--- src/rtl/cnn_window_gen_pkg.sv ---
// Shared pixel width and FSM state encoding for the 3x3 window generator.
package cnn_window_gen_pkg;

  localparam int unsigned WIDTH = 9;

  localparam logic [0:0] ST_RUN   = 1'b0;
  localparam logic [0:0] ST_FLUSH = 1'b1;

endpackage

--- src/rtl/cnn_window_gen_if.sv ---
// Pixel stream in, 3x3 neighbourhood stream out.
interface cnn_window_gen_if
  import cnn_window_gen_pkg::*;
#(
  parameter int unsigned DW = WIDTH
);

  logic signed [DW-1:0] in_data;
  logic                 in_valid;
  logic                 in_ready;
  logic signed [DW-1:0] W1, W2, W3, W4, W5, W6, W7, W8, W9;
  logic                 out_valid;
  logic                 out_ready;
  logic                 out_sof;
  logic                 out_eof;
  logic                 busy;

  // Window generator side
  modport slave (
    input  in_data, in_valid, out_ready,
    output in_ready, W1, W2, W3, W4, W5, W6, W7, W8, W9,
    output out_valid, out_sof, out_eof, busy
  );

  // Frame source / cell side
  modport master (
    output in_data, in_valid, out_ready,
    input  in_ready, W1, W2, W3, W4, W5, W6, W7, W8, W9,
    input  out_valid, out_sof, out_eof, busy
  );

endinterface

--- src/rtl/cnn_line_buf.sv ---
// DEPTH-deep shift delay line; o_data is the sample shifted in DEPTH enables ago.
module cnn_line_buf
  import cnn_window_gen_pkg::*;
#(
  parameter int unsigned DW    = WIDTH,
  parameter int unsigned DEPTH = 4
) (
  input  logic                 clk,
  input  logic                 rst_n,
  input  logic                 i_en,
  input  logic signed [DW-1:0] i_data,
  output logic signed [DW-1:0] o_data
);

  logic signed [DW-1:0] r_mem [DEPTH];

  // Shift one position per enable
  always_ff @(posedge clk or negedge rst_n) begin
    if (!rst_n) begin
      for (int i = 0; i < int'(DEPTH); i++) r_mem[i] <= '0;
    end else if (i_en) begin
      r_mem[0] <= i_data;
      for (int i = 1; i < int'(DEPTH); i++) r_mem[i] <= r_mem[i-1];
    end
  end

  assign o_data = r_mem[DEPTH-1];

endmodule

--- src/rtl/cnn_window_gen.sv ---
// Raster-order pixel stream to zero-padded 3x3 neighbourhoods, one per pixel.
module cnn_window_gen
  import cnn_window_gen_pkg::*;
#(
  parameter int unsigned DW    = WIDTH,
  parameter int unsigned IMG_W = 4,
  parameter int unsigned IMG_H = 3
) (
  input  logic             clk,
  input  logic             rst_n,
  cnn_window_gen_if.slave  io_win
);

  localparam int unsigned N      = IMG_W * IMG_H;
  localparam int unsigned K_LAST = N + IMG_W;
  localparam int unsigned C_OFS  = IMG_W + 1;
  localparam int unsigned K_W    = $clog2(K_LAST + 1);
  localparam int unsigned COL_W  = $clog2(IMG_W);
  localparam int unsigned ROW_W  = $clog2(IMG_H);

  logic [0:0]           r_state, w_state_nxt;
  logic [K_W-1:0]       r_k, w_k_nxt;
  logic [COL_W-1:0]     r_ccol, w_ccol_nxt;
  logic [ROW_W-1:0]     r_crow, w_crow_nxt;
  logic signed [DW-1:0] r_win [3][2];
  logic signed [DW-1:0] r_w [9];
  logic                 r_valid, r_sof, r_eof;

  logic                 w_slot_free, w_advance, w_emit;
  logic                 w_row_top, w_row_bot, w_col_lft, w_col_rgt;
  logic signed [DW-1:0] w_pix, w_lb0, w_lb1;
  logic signed [DW-1:0] w_col [3];
  logic signed [DW-1:0] w_tap [9];

  assign w_slot_free     = !r_valid || io_win.out_ready;
  assign io_win.in_ready = (r_state == ST_RUN) && w_slot_free;
  assign w_advance       = (r_state == ST_RUN) ? (io_win.in_valid && w_slot_free) : w_slot_free;
  assign w_pix           = (r_state == ST_RUN) ? io_win.in_data : '0;
  // k never exceeds K_LAST, so only the lower bound of the centre range needs testing
  assign w_emit          = (r_k >= K_W'(C_OFS));

  assign w_row_top = (r_crow == '0);
  assign w_row_bot = (r_crow == ROW_W'(IMG_H - 1));
  assign w_col_lft = (r_ccol == '0);
  assign w_col_rgt = (r_ccol == COL_W'(IMG_W - 1));

  // Row r-1 and row r delay lines
  cnn_line_buf #(.DW(DW), .DEPTH(IMG_W)) u_lb0 (
    .clk(clk), .rst_n(rst_n), .i_en(w_advance), .i_data(w_pix), .o_data(w_lb0)
  );
  cnn_line_buf #(.DW(DW), .DEPTH(IMG_W)) u_lb1 (
    .clk(clk), .rst_n(rst_n), .i_en(w_advance), .i_data(w_lb0), .o_data(w_lb1)
  );

  assign w_col[0] = w_lb1;
  assign w_col[1] = w_lb0;
  assign w_col[2] = w_pix;

  // Post-shift window with border taps forced to zero
  always_comb begin
    for (int r = 0; r < 3; r++) begin
      w_tap[r*3]     = r_win[r][0];
      w_tap[r*3 + 1] = r_win[r][1];
      w_tap[r*3 + 2] = w_col[r];
    end
    if (w_row_top) begin
      w_tap[0] = '0; w_tap[1] = '0; w_tap[2] = '0;
    end
    if (w_row_bot) begin
      w_tap[6] = '0; w_tap[7] = '0; w_tap[8] = '0;
    end
    if (w_col_lft) begin
      w_tap[0] = '0; w_tap[3] = '0; w_tap[6] = '0;
    end
    if (w_col_rgt) begin
      w_tap[2] = '0; w_tap[5] = '0; w_tap[8] = '0;
    end
  end

  // Next state: advance counter, RUN/FLUSH and centre position
  always_comb begin
    w_state_nxt = r_state;
    w_k_nxt     = r_k;
    w_ccol_nxt  = r_ccol;
    w_crow_nxt  = r_crow;
    if (w_advance) begin
      w_k_nxt = r_k + K_W'(1);
      case (r_state)
        ST_RUN: begin
          if (r_k == K_W'(N - 1)) w_state_nxt = ST_FLUSH;
        end
        ST_FLUSH: begin
          if (r_k == K_W'(K_LAST)) begin
            w_k_nxt     = '0;
            w_state_nxt = ST_RUN;
          end
        end
        default: w_state_nxt = ST_RUN;
      endcase
      if (w_emit) begin
        if (w_col_rgt) begin
          w_ccol_nxt = '0;
          w_crow_nxt = w_row_bot ? '0 : r_crow + ROW_W'(1);
        end else begin
          w_ccol_nxt = r_ccol + COL_W'(1);
        end
      end
    end
  end

  // State and counter registers
  always_ff @(posedge clk or negedge rst_n) begin
    if (!rst_n) begin
      r_state <= ST_RUN;
      r_k     <= '0;
      r_ccol  <= '0;
      r_crow  <= '0;
    end else begin
      r_state <= w_state_nxt;
      r_k     <= w_k_nxt;
      r_ccol  <= w_ccol_nxt;
      r_crow  <= w_crow_nxt;
    end
  end

  // Two stored window columns; the newest column is taken live from the line buffers
  always_ff @(posedge clk or negedge rst_n) begin
    if (!rst_n) begin
      for (int r = 0; r < 3; r++) begin
        r_win[r][0] <= '0;
        r_win[r][1] <= '0;
      end
    end else if (w_advance) begin
      for (int r = 0; r < 3; r++) begin
        r_win[r][0] <= r_win[r][1];
        r_win[r][1] <= w_col[r];
      end
    end
  end

  // Output window register, held while the consumer stalls
  always_ff @(posedge clk or negedge rst_n) begin
    if (!rst_n) begin
      r_valid <= 1'b0;
      r_sof   <= 1'b0;
      r_eof   <= 1'b0;
      for (int i = 0; i < 9; i++) r_w[i] <= '0;
    end else if (w_advance && w_emit) begin
      r_valid <= 1'b1;
      r_sof   <= w_row_top && w_col_lft;
      r_eof   <= w_row_bot && w_col_rgt;
      for (int i = 0; i < 9; i++) r_w[i] <= w_tap[i];
    end else if (w_slot_free) begin
      r_valid <= 1'b0;
      r_sof   <= 1'b0;
      r_eof   <= 1'b0;
    end
  end

  assign io_win.W1        = r_w[0];
  assign io_win.W2        = r_w[1];
  assign io_win.W3        = r_w[2];
  assign io_win.W4        = r_w[3];
  assign io_win.W5        = r_w[4];
  assign io_win.W6        = r_w[5];
  assign io_win.W7        = r_w[6];
  assign io_win.W8        = r_w[7];
  assign io_win.W9        = r_w[8];
  assign io_win.out_valid = r_valid;
  assign io_win.out_sof   = r_sof;
  assign io_win.out_eof   = r_eof;
  assign io_win.busy      = (r_k != '0) || (r_state == ST_FLUSH) || r_valid;

endmodule

--- src/flat_wrapper.sv ---
// flat-port wrapper written by rule: the top's interface ports become plain ports
module cnn_window_gen_flat import cnn_window_gen_pkg::*;
#(
  parameter int unsigned DW    = WIDTH,
  parameter int unsigned IMG_W = 4,
  parameter int unsigned IMG_H = 3
)
  (clk, rst_n, io_win_in_data, io_win_in_valid, io_win_out_ready, io_win_in_ready, io_win_W1, io_win_W2, io_win_W3, io_win_W4, io_win_W5, io_win_W6, io_win_W7, io_win_W8, io_win_W9, io_win_out_valid, io_win_out_sof, io_win_out_eof, io_win_busy);
  cnn_window_gen_if #(.DW(DW)) io_win_i ();
  input  logic clk;
  input  logic rst_n;
  input wire logic [$bits(io_win_i.in_data)-1:0] io_win_in_data;
  input wire logic [$bits(io_win_i.in_valid)-1:0] io_win_in_valid;
  input wire logic [$bits(io_win_i.out_ready)-1:0] io_win_out_ready;
  output wire logic [$bits(io_win_i.in_ready)-1:0] io_win_in_ready;
  output wire logic [$bits(io_win_i.W1)-1:0] io_win_W1;
  output wire logic [$bits(io_win_i.W2)-1:0] io_win_W2;
  output wire logic [$bits(io_win_i.W3)-1:0] io_win_W3;
  output wire logic [$bits(io_win_i.W4)-1:0] io_win_W4;
  output wire logic [$bits(io_win_i.W5)-1:0] io_win_W5;
  output wire logic [$bits(io_win_i.W6)-1:0] io_win_W6;
  output wire logic [$bits(io_win_i.W7)-1:0] io_win_W7;
  output wire logic [$bits(io_win_i.W8)-1:0] io_win_W8;
  output wire logic [$bits(io_win_i.W9)-1:0] io_win_W9;
  output wire logic [$bits(io_win_i.out_valid)-1:0] io_win_out_valid;
  output wire logic [$bits(io_win_i.out_sof)-1:0] io_win_out_sof;
  output wire logic [$bits(io_win_i.out_eof)-1:0] io_win_out_eof;
  output wire logic [$bits(io_win_i.busy)-1:0] io_win_busy;
  assign io_win_i.in_data = io_win_in_data;
  assign io_win_i.in_valid = io_win_in_valid;
  assign io_win_i.out_ready = io_win_out_ready;
  assign io_win_in_ready = io_win_i.in_ready;
  assign io_win_W1 = io_win_i.W1;
  assign io_win_W2 = io_win_i.W2;
  assign io_win_W3 = io_win_i.W3;
  assign io_win_W4 = io_win_i.W4;
  assign io_win_W5 = io_win_i.W5;
  assign io_win_W6 = io_win_i.W6;
  assign io_win_W7 = io_win_i.W7;
  assign io_win_W8 = io_win_i.W8;
  assign io_win_W9 = io_win_i.W9;
  assign io_win_out_valid = io_win_i.out_valid;
  assign io_win_out_sof = io_win_i.out_sof;
  assign io_win_out_eof = io_win_i.out_eof;
  assign io_win_busy = io_win_i.busy;
  cnn_window_gen #(.DW(DW), .IMG_W(IMG_W), .IMG_H(IMG_H)) u_core (.clk(clk), .rst_n(rst_n), .io_win(io_win_i));
endmodule
--- config.mk ---
export PLATFORM = sky130hd
export DESIGN_NAME = cnn_window_gen_flat
export DESIGN_NICKNAME = d
export VERILOG_FILES = /design/src/rtl/cnn_window_gen_pkg.sv /design/src/rtl/cnn_window_gen_if.sv /design/src/rtl/cnn_line_buf.sv /design/src/rtl/cnn_window_gen.sv /design/src/flat_wrapper.sv
export SDC_FILE = /design/constraint.sdc
export NUM_CORES = 1
export LEC_CHECK = 0
export ABC_AREA = 1
export CAP_MARGIN = 20
export CORE_MARGIN = 1.5
export CORE_UTILIZATION = 59
export CTS_CLUSTER_SIZE = 24
export DETAILED_ROUTE_END_ITERATION = 7
export PLACE_DENSITY_LB_ADDON = 0.05
export SLEW_MARGIN = 20
export SYNTH_ARGS = -nofsm -noshare
export SYNTH_HDL_FRONTEND = slang
export SYNTH_SLANG_ARGS = --single-unit
export TNS_END_PERCENT = 30
--- constraint.sdc ---
create_clock -name clk -period 2.7 [get_ports clk]
set_input_delay 0.405 -clock clk [delete_from_list [all_inputs] [get_ports clk]]
set_output_delay 0.405 -clock clk [all_outputs]
set_load 0.005 [all_outputs]
==> results by group <==
Placed design
  – Dpl hpwl: 11.0 mm
  – Placed instance area: 0.00877 sq mm
  – Setup WS pre-CTS: 557 ps
  – IO Port Bufs: 98
  – Gpl congestion: 0.835

Synth
  – Largest area contributor in the netlist: dfrtp_1
  – Distinct cell type count after synthesis: 24
  – Area share of the largest cell type after synthesis: 59.9%
  – Post-Syn Instances: 874
  – Syn_nets: 892
  – Seq/Total Area, Yosys: 59.9%
  – Area contributors post-synth: dfrtp_1, nand2_1, nand3_1
  – Synthesis warning total: 0
  – Syn avg cell area: 8.79 sq um
  – Mapped cell area: 0.00768 sq mm
  – Yosys reg bits: 184

Clock network
  – CTS clk-pin slew, worst paths: 60 ps
  – Clock Tree Buf Depth: 2
  – Post-CTS sizing: 0
  – Clk sink count: 184
  – CTS tree: done
  – Setup bufs post-CTS: 0
  – Post-CTS Hold Buffers: 0
  – CTS buffer count: 17
  – Clk_lat worst skew: 430 ps
  – CTS H-tree lvls: 4
  – Root buf cell: clkbuf_16

Floorplan
  – Width of the die: 117 microns
  – DIE AREA: 0.0137 sq mm
  – I/O pins: 99
  – Row count: 41
  – Height of the die: 117 microns
  – Starting Density: 60.6%
  – CORE AREA: 0.0127 sq mm

Run status
  – Status: completed

GRT
  – Total Routing Usage GR: 26.8%
  – Antenna violations before repair: 0
  – Global route hottest layer: met2
  – GRT met2 Usage: 44.6%
  – Met3 usage: 4.89%
  – First-pass GRT wire length: 28.2 mm
  – Total gr overflow: 0
  – Vias in the first global route: 5,845
  – Largest net degree at the start of global routing: 122
  – Met1 Use GR: 35.4%

Detailed routing
  – First-pass DRT Iterations: 5
  – Initial DRC count: 408
  – Vias: 6,036
  – Number of remaining DRC errors: 0
  – Post-route ant nets: 0
  – DR WL/cell: 14.9 microns
  – Post-Route WL: 17.0 mm
  – Via-per-instance ratio: 5.29

Setup path
  – RR Startpoint: u_core.r_k[1]
  – Setup Crit Path Kind: register to primary output
  – Crit. End Element: primary output
  – Worst Setup EP: io_win_busy
  – Crit-path max FO: 5
  – Register-to-Register Path Depth: 8
  – Data required, critical path: 2300 ps
  – Reg-to-Reg End: u_core.io_win.W9[8]
  – R2R setup slack: 690 ps
  – CP arrival: 1910 ps
  – Crit start category: register
  – CP startpoint: u_core.r_k[0]

Power
  – Static Leak: 4.65 nW
  – VDD IR max: 0.000620 V
  – Pwr per Cell Area: 1180 mW/mm^2
  – Overall power: 11.1 mW

Layout
  – Layout overhead on the synthesized area: 22.4%
  – Number of diodes: 0
  – Post-route cell area: 0.00940 sq mm
  – Most common cell after layout, fill and taps aside: nand2_1
  – Final #Nets: 975
  – Commonest cells after routing, fill and taps aside: nand2_1, dfrtp_1, clkdlybuf4s50_1, nand3_1, inv_1
  – Share of layout cells above drive strength 1: 5.36%
  – Fillers: 968

STA
  – Worst slew pin tran: 693 ps
  – Rel. slew slack: 53.7%
  – Final setup fails: 0
  – Clock Skew: 5.82 ps
  – Final period util: 85.6%
  – Hold Fails Final Rpt: 0
  – RSZ-0062 raised after global routing: no
  – Setup WS post-layout: 389 ps
  – Max-slew violations: 0
  – Min cycle time layout: 2310 ps
  – Setup TNS: 0 ps
  – F_max: 433 MHz

Worst hold path
  – Worst hold path class: input port to async pin

Run
  – Max Cap Violations: 0
-- cell usage after synthesis --
cell and instances:
nand2_4 1, buf_2 21, nand2_2 2, nor3_1 1, inv_1 90, buf_6 5
ha_1 5, a21oi_1 3, inv_2 3, nand4_1 2, clkbuf_1 15, o21bai_1 36
nand2_1 257, buf_1 1, dfrtp_1 184, nor2_4 1, clkinv_1 1, xor2_1 1
o21ai_0 22, nor2_1 88, nand3_1 93, o21ai_1 35, nor2_2 2, buf_4 5
-- area by class of cell --
cell class              count  area, sq um  area share [%]
flip-flops and latches    184         4600            49.0
multi-input cells         549         2470            26.3
repair buffers            111         1130            12.0
clock buffers              26          519            5.52
inverters                  94          353            3.75
well taps                 172          215            2.29
clock inverters             6          110            1.17
-- state kept, by name, indices dropped and copies added (netlist names), 2 cells and up --
name                 cells
u_core.r_k               5
u_core.io_win.W9         9
u_core.u_lb1.o_data      9
u_core.u_lb0.o_data      9
u_core.u_lb1.r_mem       9
u_core.io_win.W1         9
u_core.r_win            54
u_core.io_win.W7         9
u_core.io_win.W6         9
u_core.r_crow            2
u_core.io_win.W3         9
u_core.io_win.W2         9
u_core.io_win.W8         9
u_core.io_win.W5         9
u_core.io_win.W4         9
u_core.r_ccol            2
u_core.u_lb0.r_mem       9
-- through the flow --
stage                     hold WS, ps  util, %  cells
after floorplan                   109        -    874
after global placement            453     69.3   1110
after detailed placement          458     69.3   1110
after CTS                        21.0     74.2   1142
after global routing             55.8     74.2   1142
final                            5.04     74.2   1142
-- worst min path at each step --
stage | from | end | depth (start not counted)
floorplan | rst_n | u_core.io_win.W1[0] | 0
global placement | u_core.io_win.W2[2] | u_core.io_win.W2[2] | 2
detailed placement | u_core.io_win.W5[0] | u_core.io_win.W5[0] | 2
CTS | rst_n | u_core.io_win.W4[0] | 1
global route | rst_n | u_core.io_win.W2[6] | 1
finish | rst_n | u_core.io_win.out_valid | 1
-- kinds of logic after synthesis --
family / Yosys count / share of synthesized area [%]
simple gates: 447 / 23.8
flops: 184 / 59.9
buf+inv: 141 / 7.96
compound gates: 96 / 7.43
fa+ha+maj: 5 / 0.814
xor+xnor: 1 / 0.114
-- routing by layer --
metal,share of wire (%),up-vias
li1,-,2899
met1,44,2968
met2,51,142
met3,3.7,27
met4,1.7,0
met5,0,-
-- power by group --
group / switching [mW] / internal (mW) / total (mW)
Sequential: 0.562 / 3.79 / 4.35
Combinational: 2.47 / 1.66 / 4.13
Clock: 1.01 / 1.61 / 2.61
Total: 4.04 / 7.05 / 11.1
-- worst max-delay path: stages, from the launching register on --
cell,delay [ps]
dfrtp_1,420
inv_1,120
ha_1,190
inv_1,50
nor2_1,130
nand4_1,110
clkdlybuf4s50_1,460
(Power assumes the default switching activity.)
